[config.mk]
export PLATFORM = sky130hd
export DESIGN_NAME = moore_seq_det
export DESIGN_NICKNAME = d
export VERILOG_FILES = /design/src/rtl/moore_seq_det.sv
export SDC_FILE = /design/constraint.sdc
export NUM_CORES = 1
export LEC_CHECK = 0
export ABC_CLOCK_PERIOD_IN_PS = 4650
export BUFFER_PORTS_ARGS = -buffer_cell sky130_fd_sc_hd__buf_2
export CAP_MARGIN = 20
export CORE_ASPECT_RATIO = 0.9
export CORE_UTILIZATION = 55
export DETAILED_ROUTE_END_ITERATION = 8
export PLACE_DENSITY = 0.77
export SYNTH_ARGS = -nofsm -noshare
export SYNTH_HDL_FRONTEND = slang
export SYNTH_SLANG_ARGS = --single-unit
[constraint.sdc]
create_clock -name CLK -period 4.65 [get_ports CLK]
set_clock_uncertainty 0.05 [all_clocks]
set_input_delay 0.465 -clock CLK [delete_from_list [all_inputs] [get_ports CLK]]
set_output_delay 0.465 -clock CLK [all_outputs]
set_load 0.005 [all_outputs]
[src/rtl/moore_seq_det.sv]
// Parametrised Moore serial sequence detector tracking matched pattern prefix length k.
// Optional saturating hit counter enabled by defining MOORE_SEQ_DET_HIT_COUNT_EN.
module moore_seq_det #(
  parameter int              WIDTH   = 4,
  parameter logic [WIDTH-1:0] PATTERN = 4'b1011,
`ifdef MOORE_SEQ_DET_HIT_COUNT_EN
  parameter int              CNT_W   = 8,
`endif
  parameter int              STW     = $clog2(WIDTH + 1)
) (
  input  logic             CLK,
  input  logic             RESET,
  input  logic             EN,
  input  logic             OVERLAP,
  input  logic             X,
`ifdef MOORE_SEQ_DET_HIT_COUNT_EN
  output logic [CNT_W-1:0] HIT_CNT,
`endif
  output logic             Z,
  output logic [STW-1:0]   STATE
);

  typedef enum logic [1:0] {
    ST_IDLE_HOLD = 2'd0,
    ST_ADVANCE   = 2'd1,
    ST_FALLBACK  = 2'd2,
    ST_RESTART   = 2'd3
  } step_e;

  logic [STW-1:0] k_q, k_d;
  step_e          step;

  // Longest proper suffix of (PATTERN[first k bits], x) that is also a pattern prefix.
  function automatic int kmp_fallback(input int k, input logic x);
    int   best;
    int   idx;
    logic ok;
    logic hb;
    best = 0;
    for (int l = 1; l <= WIDTH; l++) begin
      if (l <= k) begin
        ok = 1'b1;
        for (int j = 0; j < WIDTH; j++) begin
          if (j < l) begin
            idx = k + 1 - l + j;
            hb  = (idx == k) ? x : PATTERN[WIDTH-1-idx];
            if (hb != PATTERN[WIDTH-1-j]) ok = 1'b0;
          end
        end
        if (ok) best = l;
      end
    end
    return best;
  endfunction

  int   k_int;
  logic expect_bit;

  always_comb begin
    k_int      = int'(k_q);
    expect_bit = 1'b0;
    if (k_int < WIDTH) expect_bit = PATTERN[WIDTH-1-k_int];

    step = ST_IDLE_HOLD;
    if (EN) begin
      if (k_int < WIDTH && X == expect_bit) step = ST_ADVANCE;
      else if (k_int == WIDTH && !OVERLAP)  step = ST_RESTART;
      else                                  step = ST_FALLBACK;
    end

    k_d = k_q;
    case (step)
      ST_ADVANCE:  k_d = STW'(k_int + 1);
      ST_FALLBACK: k_d = STW'(kmp_fallback(k_int, X));
      ST_RESTART:  k_d = (X == PATTERN[WIDTH-1]) ? STW'(1) : STW'(0);
      default:     k_d = k_q;
    endcase
  end

  always_ff @(posedge CLK) begin
    if (RESET) k_q <= '0;
    else       k_q <= k_d;
  end

  assign STATE = k_q;
  assign Z     = (k_q == STW'(WIDTH));

`ifdef MOORE_SEQ_DET_HIT_COUNT_EN
  logic [CNT_W-1:0] hit_cnt_q, hit_cnt_d;

  // Every accepted bit that lands in MATCH is one detection; EN=0 dwell does not count.
  always_comb begin
    hit_cnt_d = hit_cnt_q;
    if (EN && k_d == STW'(WIDTH) && hit_cnt_q != {CNT_W{1'b1}})
      hit_cnt_d = hit_cnt_q + 1'b1;
  end

  always_ff @(posedge CLK) begin
    if (RESET) hit_cnt_q <= '0;
    else       hit_cnt_q <= hit_cnt_d;
  end

  assign HIT_CNT = hit_cnt_q;
`endif

endmodule

# Word level (Yosys, flattened, before mapping)
# Index checks and enable logic that the tools add are counted.
# classes
addsub	22
magnitude_cmp	16
eq_ne	16
mux	75
n_reduce_logical	4
# ops
op	count
less-than comparator 32 x 4 -> 1 bit (second input constant)	9
equality test 32 x 4 -> 1 bit	8
subtractor 3 x 32 -> 32 bit (first input constant)	8
adder 32 x 2 -> 32 bit (second input constant)	2
subtractor 32 x 3 -> 32 bit (second input constant)	2
2-to-1 mux 1 bit	55
adder 32 x 3 -> 32 bit (second input constant)	1
subtractor 32 x 2 -> 32 bit (second input constant)	1
binary-select mux 1 bit (select 2 bit)	11
2-to-1 mux 3 bit	5
adder 5 x 3 -> 6 bit (second input constant)	2
case mux 3 bit (3 select lines)	1
less-than comparator 7 x 4 -> 1 bit (second input constant)	1
subtractor 3 x 6 -> 7 bit (first input constant)	1
adder 5 x 2 -> 6 bit (second input constant)	1
equality test 3 bit (second input constant)	2
equality test 6 x 4 -> 1 bit	1
less-or-equal comparator 2 x 3 -> 1 bit (first input constant)	2
2-to-1 mux 2 bit	3
subtractor 3 x 5 -> 6 bit (first input constant)	1
equality test 5 x 4 -> 1 bit	1
subtractor 4 x 3 -> 5 bit (second input constant)	1
adder 3 x 1 -> 4 bit (second input constant)	1
equality test 2 bit (second input constant)	2
other kinds (10)	11
# totals
ff_bits	3
out_inout_bits	4
word_cells	134

# Logic depth before layout (Yosys ltp)
# Gate-level depths: netlist (run 1).
# logic_depth
depth_word	20
depth_mapped	14
depth_no_buf	14

# Worst setup path after synthesis (run 1)
# Ideal clock, no wire load.
# synth_path
path_kind	flip-flop to flip-flop
start	register k_q[2], in the netlist STATE[2]
end	register k_q[1], in the netlist STATE[1]
t_arrival_ps	3365
required_ps	4516
setup_slack_ps	1151
stages_incl_launch_ff	15
n_path_buf	1
period_less_slack_ps	3499
path_cell_list	dfxtp_1 clkbuf_1 inv_1 ha_1 inv_1 ha_1 and2b_1 nor2_1 ha_1 nand4b_1 or4_1 a2111o_1 mux2i_1 a22oi_1 o31ai_2
# synth_between
elab_chain_len	15
# synth_lines
item	line_no	source
start: declaration	30	logic [STW-1:0] k_q, k_d;
start signal: assignment	82	else k_q <= k_d;
adder 3 x 1 -> 4 bit	45	idx = k + 1 - l + j;
subtractor 32 x 3 -> 32 bit	45	
adder 32 x 2 -> 32 bit or equality test 32 x 4 -> 1 bit (tied branches)	45, 46	
equality test 32 x 4 -> 1 bit or 2-to-1 mux 1 bit (tied branches)	46	hb = (idx == k) ? x : PATTERN[WIDTH-1-idx];
2-to-1 mux 1 bit, on equally long branches	46, 47	
2-to-1 mux 1 bit	47	if (hb != PATTERN[WIDTH-1-j]) ok = 1'b0;
2-to-1 mux 1 bit	41	if (l <= k) begin
2-to-1 mux 1 bit	72	case (step)
2-to-1 mux 2 bit	50	if (ok) best = l;
2-to-1 mux 3 bit	41	
2-to-1 mux 3 bit	50	
2-to-1 mux 3 bit	41	
2-to-1 mux 3 bit	50	
2-to-1 mux 3 bit	41	
case mux 3 bit (3 select lines)	72	
# Parallel ways exist; a longest one is shown, timed or not. The select of a mux whose other input is x is not followed.
# A chain may end at the register's enable or synchronous reset.

# Worst setup path in the final report (run 1)
# layout_path
start	register k_q[0], in the netlist STATE[0]
end	register k_q[1], in the netlist STATE[1]
# layout_between
elab_chain_len	18
# layout_lines
item	line_no
adder 3 x 1 -> 4 bit	45
subtractor 32 x 3 -> 32 bit	45
adder 32 x 2 -> 32 bit or subtractor 3 x 32 -> 32 bit (tied branches)	45, 46
subtractor 3 x 32 -> 32 bit or binary-select mux 1 bit (select 2 bit) (tied branches)	46
binary-select mux 1 bit (select 2 bit) or 2-to-1 mux 1 bit (tied branches)	46
2-to-1 mux 1 bit (implied by the code) (2 in a row)	46
2-to-1 mux 1 bit, on equally long branches	46, 47
2-to-1 mux 1 bit	47
2-to-1 mux 1 bit	41
2-to-1 mux 1 bit	72
2-to-1 mux 2 bit	50
2-to-1 mux 3 bit	41
2-to-1 mux 3 bit	50
2-to-1 mux 3 bit	41
2-to-1 mux 3 bit	50
2-to-1 mux 3 bit	41
case mux 3 bit (3 select lines)	72
# Parallel ways exist; a longest one is shown, timed or not. The select of a mux whose other input is x is not followed.

==> flow_results.org, run 1 <==
** Timing
- Derived from the worst setup path, the maximum achievable clock frequency is 259 MHz.
- At the pin with the least slew margin, the transition time is 0.635 ns.
- Worst slew slack as a fraction of its limit :: 0.571
- The routed design could run at a clock period as short as slightly below 4 ns.
- RSZ-0062 raised after global routing :: false
- In the final timing run, aggregate negative setup slack is 0 ns.
- The hold violation count in the final report is 0.
- The number of pins with negative max-slew slack in the final report came to 0.
- Setup violations remaining at the end of the flow were counted as 0.
- Of the available clock period, the critical path in the final layout requires 0.830.

** Placement
- Port buffering added 8 buffers.
- In this run the cell area measured after placement is 0.00102 mm^2.
- Gpl congestion :: slightly below 0.9
- Summed over all nets, the half-perimeter wirelength after detailed placement is between 1500 and 2000 um.

** Synth
- The Yosys step of the flow raised 0 warnings.
- Leading cell types by total area after synthesis :: ha_1 (24%), dfxtp_1 (6.3%), xnor2_1 (5.5%), mux2i_1 (5.3%), inv_1 (3.5%)
- Dominant cell by count in the synthesized netlist :: ha_1
- Measured against the total synthesized area, the mux share comes to 0.0644.
- Post-synthesis net count :: around 140
- In the synthesized netlist, the number of instances is 120.
- The share of synthesized area in the top cell type comes to 0.237.
- Share of synthesized cell area in full adder, half adder and majority cells :: 0.237
- The compound-cell area share of the yosys netlist is 0.193.
- Commonest register cell after synthesis :: dfxtp_1
- In the synthesized netlist, the cells that appear most often are ha_1 (18), inv_1 (9), nand2_1 (9), nor2_1 (7), xnor2_1 (6).
- Post-Syn Area :: 952 um^2
- Of the total synthesized cell area, the portion taken by AND, OR, NAND and NOR gates is 0.255.
- Of the total synthesized cell area, the portion taken by XOR and XNOR cells is 0.129.
- Library cell occupying the most area in the post-synthesis netlist :: ha_1
- After synthesis, the share of flip-flops with an asynchronous set or reset is 0.
- Counting flops and latches in the post-synthesis netlist gives 3.
- After synthesis, the largest family of logic cells by area is simple AND/OR/NAND/NOR gates.
- Synth unique cells :: 45
- Sequential-to-total area share from yosys stat :: 0.0631
- Number of flops mapped to enable cells by yosys :: 0
- The average instance in the mapped netlist occupies between 7 and 8 um^2.

** Setup path
- Of all nets on the critical path, the largest fanout is 9.
- Walking the worst path, the cells encountered are ha_1 -> inv_1 -> ha_1 -> inv_1 -> ha_1 -> and2b_1 -> nor2_1 -> ha_1 -> nand4b_1 -> or4_1 -> a2111o_1 -> mux2i_1 -> a22oi_1 -> o31ai_2.
- Cell mode on critical path :: ha_1
- Data on the critical path is required at its endpoint by 4.76 ns.
- Critical Path Slowest Stage Cell :: dfxtp_1
- Biggest cell delay along the critical path :: between 0.4 and 0.5 ns
- STA classifies the critical path endpoint as a flop.
- Combined buffer and inverter count along the critical path :: 2
- STA puts the critical path data arrival time at around 4 ns.
- Category of the worst setup path launch point :: flop
- The critical path runs through a total of 14 cells.
- Critical path class :: flop to flop
- The worst register-to-register path has a depth of 14.
- Among cell families on the critical path, the largest total delay comes from adder cells.

** Pwr
- IR analysis of the VDD net gives a maximum drop of 272 uV.
- For this design the static power due to leakage is 0.453 nW.
- Power spread over the standard cell area amounts to between 300 and 400 mW/mm^2.

** Detailed routing
- The detailed router placed approximately 900 vias in this run.
- Post-route ant nets :: 0
- After the first detailed-routing iteration, the DRC count stood at 29.
- The first TritonRoute pass finished after 4 iterations.
- Using the TritonRoute via totals, the vias-per-cell ratio works out to 5.86.
- In the final routed layout, each cell accounts on average for 14.5 um.
- For this run, design rule violations remaining after detail routing come to 0.
- Wires add up to 2230 um.

** Floorplan
- Total core area :: about 0.0015 mm^2
- In this run the count of I/O pins placed on the die edge is 9.
- In this run the horizontal extent of the chip is between 40 and 50 um.
- After floorplanning, the core was divided into 13 placement rows.
- Chip height :: 41.5 um
- Effective utilization at floorplan :: 0.623
- The die covers 0.00190 mm^2.

** Worst hold path
- Hold crit path type :: input pin to flop
- Cell depth of the worst min-delay path :: 2

** Clock tree
- Counting every sink on the clock net gives 3.
- For this design, the CTS-stage hold fixing added 0 buffers.
- Clock-pin slew was measured on the worst setup and hold paths at 0.04 ns.
- The clock passes through at most 2 buffers.
- Clk root buf :: clkbuf_4
- For the worst-skew pair, the clock arrives at the later sink with an insertion delay of 0.25 ns.
- Gates resized, CTS repair :: 0
- Number of levels the H-tree was split into :: 1
- TritonCTS clock tree :: done
- Number of buffers inserted to repair setup after CTS :: 0
- TritonCTS Buffers :: 3

** Global routing
- For this run, the total global-route usage over all layers was measured as 0.262.
- Leftover overflow at the end of global routing :: 0
- Wire length of the first global-routing pass :: 3680 um
- The initial antenna violation count is 0.
- The via count of the first global-routing pass was ~780.
- Entering global routing, the biggest net connects 14 pins.

** Cells and area
- Largest register FFs :: 3
- Synth-to-Final Area Change :: 9.86%
- Ratio of cells with drive above 1 in the final layout :: 0.153
- Post-route standard cell area excluding fillers :: 0.00105 mm^2
- Post-layout net count :: 155
- Diode insertion count for antenna repair :: 0
- The layout has 132 filler cells.

** Outcome
- The run finished with clean final reports.

** Job
- Max-cap violations in this run came to 0.
## layer usage
layer,vias up,track usage,part of all wire
li1,454,-,-
met1,415,0.397,0.49
met2,25,0.394,0.46
met3,2,0.0130,0.045
met4,0,0.0706,0.0085
met5,-,0,0
## placed cells by master, fill, tap and decap left out, types with 2 or more instances in the layout
cell	instances
dfxtp_1	3
buf_2	8
o21ai_0	4
a21oi_1	3
o21a_1	2
nand3_1	2
nor2_1	7
nor3b_1	3
clkbuf_4	3
mux2i_1	5
buf_4	3
inv_1	9
xor2_1	3
nor2b_1	4
and2_1	3
a31oi_1	2
a211oi_1	2
xnor2_1	6
ha_1	18
nand2b_1	3
nand2_1	9
nor3_1	4
## metrics by stage
step | std cells | power (mW) | hold WS, ns | util | worst slack (ns)
3_5_place_dp | 149 | 0.346 | 0.633 | 0.667 | 0.816
6_report | 153 | 0.405 | 0.401 | 0.684 | 0.789
5_1_grt | 153 | 0.445 | 0.403 | 0.684 | 0.664
4_1_cts | 153 | 0.400 | 0.395 | 0.684 | 0.810
2_1_floorplan | 120 | 0.285 | 0.494 | - | 1.15
3_3_place_gp | 149 | 0.335 | 0.627 | 0.667 | 0.958
## where the power goes
part	switching (mW)	internal, mW	leakage [nW]
sequential	0.00478	0.0294	0.0247
combinational	0.176	0.143	0.414
clock	0.0190	0.0325	0.0150
total	0.200	0.205	0.453
## worst register-to-register path, cell delays in order, from the launching register on
cell	delay (ns)
dfxtp_1	0.49
ha_1	0.25
inv_1	0.07
ha_1	0.38
inv_1	0.15
ha_1	0.24
and2b_1	0.18
nor2_1	0.10
ha_1	0.27
nand4b_1	0.18
or4_1	0.40
a2111o_1	0.39
mux2i_1	0.26
a22oi_1	0.15
o31ai_2	0.22
## cells by family (layout without fill, tap and decap cells)
logic type,count (synthesis),count (layout)
multiplexers,6,6
buffers and inverters,13,24
XOR/XNOR,11,11
AND/OR/NAND/NOR,44,44
AO/OA/AOI/OAI,25,25
flip-flops,3,3
adder cells (fa/ha/maj),18,18
## path summary, 6_finish.rpt
path | endpoint | slack, ns | from
min reg2reg | STATE[2] | 0.65 | STATE[2]
max | STATE[1] | 0.79 | STATE[0]
max reg2reg | STATE[1] | 0.79 | STATE[0]
min | STATE[2] | 0.40 | RESET
## area by class of cell
class                      count  area, um^2  share of cell area
multi-input combinational    104         836               0.799
sequential                     3        60.1              0.0574
inverter                       9        33.8              0.0323
clock buffer                   4        26.3              0.0251
tap                           22        27.5              0.0263
timing repair buffer          11        62.6              0.0598
Note: power is estimated with default switching activity, not from simulation.
==> inputs of run 2 (changes only) <==
Settings changed: ABC_CLOCK_PERIOD_IN_PS 4650 to 3500, CORE_UTILIZATION 55 to 53.
Clock period 4.65 ns to 3.5 ns, I/O delays scaled along.
==> run 2 against run 1 <==
  * The run now ends with DRC left
  * Routed wire length grew 5.8%
  * Final area grew 8.4%
  * Non-clock buffer count grew 9
  * Sequential power grew 27%
  * Worst setup slack lost 0.68 ns
  * Die area grew 3.6%
  * Critical path type unchanged
  * Highest routed layer unchanged
==> flow_results.org, run 2 (synthesis results as in run 1) <==
** Outcome
- Run status: finished, violations left (was completed).
- Violations in the final reports :: DRC

** Floorplan
- Number of placed I/O pins :: 9 (unchanged)
- Total core area :: 0.00168 mm^2 (was 0.00153 mm^2)
- The standard-cell row count was 14 (was 13).
- Area enclosed by the die boundary :: 0.00197 mm^2 (was 0.00190 mm^2)
- The die height is 42.2 um (was 41.5 um).
- Effective utilization at floorplan :: 0.566 (was 0.623)
- The x dimension of the die came to 46.7 um (was 45.9 um).

** Placement
- Count of placed standard cells including taps :: 156 (was 149)
- The number of I/O port buffers came to 8 (unchanged).
- The routability congestion estimate from global placement is 0.880 (was 0.872).
- Post-placement setup slack :: 0.127 ns (was 0.816 ns)
- The half-perimeter wire length of the detailed placement result was 1760 um (was 1740 um).

** Cells and area
- The number of inserted filler cells in the final layout came to 144 (was 132).
- The most common library cell in the layout ignoring fill and taps is ha_1 (unchanged).
- Core occupancy in the finished layout :: 0.674 (was 0.684)
- Commonest non-fill, non-tap cells in the layout :: ha_1 (17), buf_4 (10), inv_1 (9), nand2_1 (9), buf_2 (8) (was ha_1 (18), inv_1 (9), nand2_1 (9), buf_2 (8), nor2_1 (7))
- The number of non-filler instances in the completed layout came to 164 (was 153).
- Post-layout net count :: 164 (was 155)
- Diode insertion count for antenna repair :: 0 (unchanged)
- The area added between synthesis and finish came to 19.1% (was 9.86%).
- The flip-flop count of the largest register after layout is 3 (unchanged).
- The share of cells above drive strength 1 came to 0.236 (was 0.153).

** Worst hold path
- The worst hold-check path type is input pin to flop (unchanged).
- The hold path startpoint is RESET (unchanged).
- The endpoint of the worst hold path is STATE[2] (unchanged).
- Cell depth of the worst min-delay path :: 2 (unchanged)

** Clock tree
- Number of levels the H-tree was split into :: 1 (unchanged)
- Skew-Pair Late Insertion Delay :: 0.25 ns (about the same)
- The TritonCTS clock tree was done (unchanged).
- TritonCTS Buffers :: 3 (unchanged)
- The CTS sink count is 3 (unchanged).
- Number of buffers added to fix hold violations after cts :: 0 (unchanged)
- The post-CTS clock slew at the launch and capture registers of the worst setup and hold paths came to 0.04 ns (about the same).
- Clk root buf :: clkbuf_4 (unchanged)
- The maximum number of buffers from clock root to sink came to 2 (unchanged).

** Timing
- The final worst-path cycle share came to 0.970 (was 0.830).
- Final Hold Fails :: 0 (unchanged)
- Worst slew slack as a fraction of its limit :: 0.766 (was 0.571)
- The setup slack after layout was 0.106 ns (was 0.789 ns).
- Sum of negative setup slack :: 0 ns (unchanged)
- Number of slew-limit violations in the final report :: 0 (unchanged)
- Finish-stage setup viols :: 0 (unchanged)
- The highest clock rate was 295 MHz (was 259 MHz).
- The pin slew with the least headroom to its limit was 0.347 ns (was 0.635 ns).
- Minimum clock period after layout :: 3.39 ns (was 3.86 ns)

** Detailed routing
- Violation count after the first detailed-routing iteration :: 32 (was 29)
- The wire length reported by the detailed router is 2350 um (was 2230 um).
- The number of nets still failing antenna checks after routing is 0 (unchanged).
- Drc violations :: 2 (was 0)
- The post-detailed-route wirelength per cell came to 14.4 um (was 14.5 um).
- Via-to-Cell Ratio :: 5.84 (was 5.86)
- Via count :: 958 (was 896)
- First-pass iteration count of the detailed router :: 9 (was 4)

** Global routing
- Largest net degree at the start of global routing :: 14 (unchanged)
- The all-layer global routing usage came to 0.255 (was 0.262).
- The initial antenna violation count was 0 (unchanged).
- The via count of the first global-routing pass is 855 (was 779).
- The global-route wire length before repair was 3680 um (about the same).
- The total global routing overflow is 0 (unchanged).

** Job
- Max-cap viol count :: 0 (unchanged)

** Setup path
- Top fanout value on the critical path :: 4 (was 9)
- The category of the worst setup path launch point is a flop (unchanged).
- The startpoint of the worst-slack reg-to-reg timing path is STATE[0] (unchanged).
- The kind of end point of the critical path is a flop (unchanged).
- Count of cells along the worst register-to-register path :: 14 (unchanged)
- The capture instance of the worst register-to-register path is STATE[1] (unchanged).
- Critical path class :: flop to flop (unchanged)
- Required @ worst endpoint :: 3.60 ns (was 4.76 ns)
- The flop-to-flop setup slack came to 0.11 ns (was 0.79 ns).
- Crit path DAT :: 3.50 ns (was 3.97 ns)

** Pwr
- The leakage power was 0.498 nW (was 0.453 nW).
- The total power after layout came to 563 uW (was 405 uW).
- Maximum resistive drop on vdd :: 301 uV (was 272 uV)
- Cell area power density :: 497 mW/mm^2 (was 387 mW/mm^2)
[run 2: changes by cell type in the layout (fill, tap and decap cells not counted), moves of 2 or more]
| cell | delta |
|---|---|
| buf_6 | +2 |
| dfxtp_1 | -2 |
| buf_4 | +7 |
| dfxtp_2 | +2 |
[run 2: worst max path at each step]
stage                     startpoint       end  cells after the start  slack, ns
final                       STATE[0]  STATE[1]                     14       0.11
after global routing        STATE[0]  STATE[1]                     14     -0.001
after CTS                   STATE[0]  STATE[1]                     13       0.11
after detailed placement    STATE[0]  STATE[1]                     13       0.13
after global placement      STATE[1]  STATE[1]                     13       0.21
after floorplan             STATE[2]  STATE[1]                     14     0.0008
[run 2: per-layer routing]
layer / vias up / GRT usage / wire length (um)
met5: - / 0 / 0
met1: 436 / 0.346 / 1050
met2: 43 / 0.406 / 1150
li1: 476 / - / -
met3: 3 / 0.0388 / 136
met4: 0 / 0.0743 / 20
[run 2: area by class of cell]
type | instances | area [um^2] | share of cell area
multi-input cells | 104 | 843 | 0.744
clock buffers | 4 | 26.3 | 0.0232
well taps | 24 | 30.0 | 0.0265
inverters | 9 | 33.8 | 0.0298
repair buffers | 20 | 138 | 0.121
flip-flops and latches | 3 | 62.6 | 0.0552
[run 2: critical path, cell delays in order, from the launching register on]
cell and delay, ns:
dfxtp_2 0.33, ha_2 0.19, inv_1 0.06, ha_1 0.30, inv_1 0.06, ha_1 0.21, and2b_1 0.18, nor2_1 0.10
ha_1 0.28, nand4b_1 0.17, or4_1 0.40, a2111o_1 0.40, mux2i_1 0.23, a22oi_2 0.12, o31ai_2 0.21
[run 2: what timing repair did]
item	CTS	global route
buffers inserted	0	4
endpoints found under the setup margin	0	1
gates resized for setup	0	6
[run 2: metrics by stage]
| stage | hold slack (ns) | area [um^2] |
|---|---|---|
| global placement | 0.515 | 1060 |
| floorplan | 0.379 | 952 |
| detailed placement | 0.520 | 1060 |
| finish | 0.267 | 1130 |
| CTS | 0.268 | 1090 |
| global route | 0.289 | 1130 |
[run 2: report_power, final]
part	switching [mW]	internal, mW	total [mW]
Sequential	0.00334	0.0400	0.0433
Combinational	0.241	0.212	0.453
Clock	0.0234	0.0431	0.0665
Total	0.268	0.295	0.563
==> inputs of run 3 (changes only) <==
Settings changed: REMOVE_ABC_BUFFERS from default to 1.
==> run 3 against run 2 <==
  * The run still ends with DRC left
  * Non-clock buffer count is 3 lower
  * Largest power group unchanged
  * Register-to-register slack hardly changed
  * Sequential share of layout area is 0.16 points lower
  * Global-route usage is 2.1 points higher
  * Die area stayed put
  * Utilization is 0.82 points lower
  * Routed wire length is 5.4% higher
  * Combinational power hardly changed
  * Clock power is 6.3% lower
  * First-iteration DRC count is 72% higher
  * Total power is 0.48% lower
==> flow_results.org, run 3 (synthesis results as in run 1) <==
** Cells and area
- Diode insertion count for antenna repair :: 0 (unchanged)
- Synth-to-Final Area Change :: 17.6% (was 19.1%)
- Largest register FFs :: 3 (unchanged)
- Most common cell after layout, fill and taps aside :: ha_1 (unchanged)
- The area taken by multi-input logic gates was 855 um^2 (was 843 um^2).
- The flip-flop and latch area came to 60.1 um^2 (was 62.6 um^2).
- Number of filler cells placed in the layout :: 151 (was 144)
- Ratio of cells with drive above 1 in the final layout :: 0.212 (was 0.236)
- Post-layout net count :: 161 (was 164)
- Commonest non-fill, non-tap cells in the layout :: ha_1 (16), inv_1 (9), nand2_1 (9), buf_2 (8) (was ha_1 (17), buf_4 (10), inv_1 (9), nand2_1 (9), buf_2 (8))

** Timing
- Final cycle utilization of the critical path :: 0.973 (was 0.970)
- Final hold slack :: 0.291 ns (was 0.267 ns)
- Finish-stage setup viols :: 0 (unchanged)
- Transition time at the pin with the least slew margin :: 0.360 ns (was 0.347 ns)
- Minimum clock period after layout :: 3.41 ns (was 3.39 ns)
- The highest clock rate came to 294 MHz (was 295 MHz).
- The number of pins with negative max-slew slack in the final report came to 0 (unchanged).
- The hold violation count in the final report was 0 (unchanged).
- The worst relative slew slack is 0.758 (was 0.766).

** Pwr
- The reported net switching power came to 270 uW (was 268 uW).
- The relative contribution of the clock network to total power is 0.111 (was 0.118).
- The leakage power is 0.478 nW (was 0.498 nW).
- The maximum ir drop on the vdd rail was 256 uV (was 301 uV).
- The internal power is 290 uW (was 295 uW).
- The part of the power in combinational logic is 0.812 (was 0.805).
- The portion of total power attributed to sequential cells came to 0.076 (was 0.077).
- Cell area power density :: 500 mW/mm^2 (was 497 mW/mm^2)
- Total power :: 560 uW (was 563 uW)
- The fraction of power spent switching nets is 0.482 (was 0.476).

** Detailed routing
- The starting DRC count in detailed routing is 55 (was 32).
- Drc violations :: 1 (was 2)
- Via count :: 958 (unchanged)
- The post-detailed-route wirelength per cell came to 15.4 um (was 14.4 um).
- Via-to-Cell Ratio :: 5.95 (was 5.84)
- The detailed-router iteration count before antenna repair came to 7 (was 9).
- The number of nets still failing antenna checks after routing was 0 (unchanged).
- Total detailed-routing wirelength :: 2480 um (was 2350 um)

** Setup path
- The startpoint of the worst-slack reg-to-reg timing path is STATE[1] (was STATE[0]).
- Critical path class :: flop to flop (unchanged)
- The critical-path maximum fanout is 4 (unchanged).
- The launching instance or port of the critical path is STATE[1] (was STATE[0]).
- The capture instance of the worst register-to-register path is STATE[1] (unchanged).
- Category of the worst setup path launch point :: flop (unchanged)
- Crit path DAT :: 3.50 ns (about the same)
- The end point of the critical path is STATE[1] (unchanged).
- Type of element capturing the critical path :: flop (unchanged)
- Required @ worst endpoint :: 3.60 ns (about the same)
- Setup slack of the worst register-to-register path :: 0.09 ns (was 0.11 ns)
- Count of cells along the worst register-to-register path :: 14 (unchanged)

** Placement
- Estimated wirelength of the detail-placed design :: 1880 um (was 1760 um)
- IO buf count :: 8 (unchanged)
- The routability congestion estimate from global placement was 0.889 (was 0.880).

** Worst hold path
- Hold crit path type :: input pin to flop (unchanged)

** Floorplan
- Number of placed I/O pins :: 9 (unchanged)
- The die height came to 42.2 um (unchanged).
- The die area came to 0.00197 mm^2 (unchanged).
- Effective utilization at floorplan :: 0.566 (unchanged)
- The placeable core region was 0.00168 mm^2 (unchanged).
- Number of standard-cell rows in the floorplan :: 14 (unchanged)
- Die width :: 46.7 um (unchanged)

** Global routing
- Number of global-route vias before repair :: 912 (was 855)
- The all-layer global routing usage is 0.275 (was 0.255).
- The global-route wire length before repair came to 3970 um (was 3680 um).
- Leftover overflow at the end of global routing :: 0 (unchanged)
- The largest net degree at the start of global routing was 14 (unchanged).
- Initial antenna violation count :: 0 (unchanged)

** Clock tree
- Clk root buf :: clkbuf_4 (unchanged)
- The number of buffers added by the clock tree synthesis step was 3 (unchanged).
- The H-tree depth reported by CTS is 1 (unchanged).
- Skew-Pair Late Insertion Delay :: 0.23 ns (was 0.25 ns)
- The CTS sink count was 3 (unchanged).
- The maximum number of buffers from clock root to sink is 2 (unchanged).
- TritonCTS clock tree :: done (unchanged)
- The post-CTS clock slew at the launch and capture registers of the worst setup and hold paths was 0.04 ns (about the same).
- The count of hold buffers inserted by post-cts repair was 0 (unchanged).

** Job
- The number of max-cap violations is 0 (unchanged).

** Outcome
- Run status: finished, violations left (unchanged).
- Violations in the final reports :: DRC (unchanged)
-- run 3: cell types whose count changed in the layout (fill, tap and decap cells not counted) --
cell / before / now
a22oi_1: 0 / 1
a22oi_2: 1 / 0
buf_4: 10 / 7
dfxtp_1: 1 / 3
dfxtp_2: 2 / 0
ha_1: 17 / 16
ha_4: 0 / 1
mux2i_1: 5 / 4
mux2i_2: 0 / 1
-- run 3: how the worst min path moves through the flow --
stage,start,depth (start not counted),slack [ns],end
after floorplan,RESET,1,0.38,STATE[2]
after global routing,RESET,2,0.30,STATE[2]
after detailed placement,RESET,2,0.53,STATE[2]
after global placement,RESET,2,0.52,STATE[2]
final,RESET,2,0.29,STATE[2]
after CTS,RESET,2,0.28,STATE[2]
-- run 3: per-stage QoR --
stage | std cells | area, um^2 | utilization | setup WS, ns | setup TNS, ns
2_1_floorplan | 116 | 930 | - | -0.161 | -0.174
3_3_place_gp | 156 | 1060 | 0.630 | 0.203 | 0
3_5_place_dp | 156 | 1060 | 0.630 | 0.141 | 0
4_1_cts | 160 | 1090 | 0.646 | 0.134 | 0
5_1_grt | 161 | 1120 | 0.666 | -0.0567 | -0.0567
6_report | 161 | 1120 | 0.666 | 0.0949 | 0
-- run 3: critical path, cell delays in order, from the launching register on --
cell and delay [ns]:
dfxtp_1 0.35, ha_2 0.19, inv_1 0.06, ha_1 0.31, inv_1 0.06, ha_1 0.20, and2b_1 0.17, nor2_1 0.09
ha_1 0.27, nand4b_1 0.18, or4_1 0.40, a2111o_1 0.41, mux2i_2 0.21, a22oi_1 0.13, o31ai_2 0.23
-- run 3: cell type report --
type                    instances  share of cell area
repair buffers                 17               0.103
inverters                       9              0.0302
clock buffers                   4              0.0235
flip-flops and latches          3              0.0536
well taps                      24              0.0268
multi-input cells             104               0.763
-- run 3: power by group through the flow --
stage	Clock [mW]	Combinational, mW	Sequential, mW
floorplan	0	0.317	0.0550
detailed placement	0	0.431	0.0422
global route	0.0674	0.493	0.0429
global placement	0	0.413	0.0421
CTS	0.0643	0.436	0.0417
finish	0.0623	0.455	0.0428
-- run 3: layer usage --
metal / track usage / wire [um] / up-vias
met5: 0 / 0 / -
li1: - / - / 465
met1: 0.339 / 1050 / 443
met3: 0.0603 / 165 / 2
met2: 0.464 / 1240 / 48
met4: 0.0800 / 21 / 0
-- run 3: what timing repair did --
action / 4_1_cts / 5_1_grt
endpoints found under the setup margin: 0 / 1
resized for setup: 0 / 5
setup buffers: 0 / 1
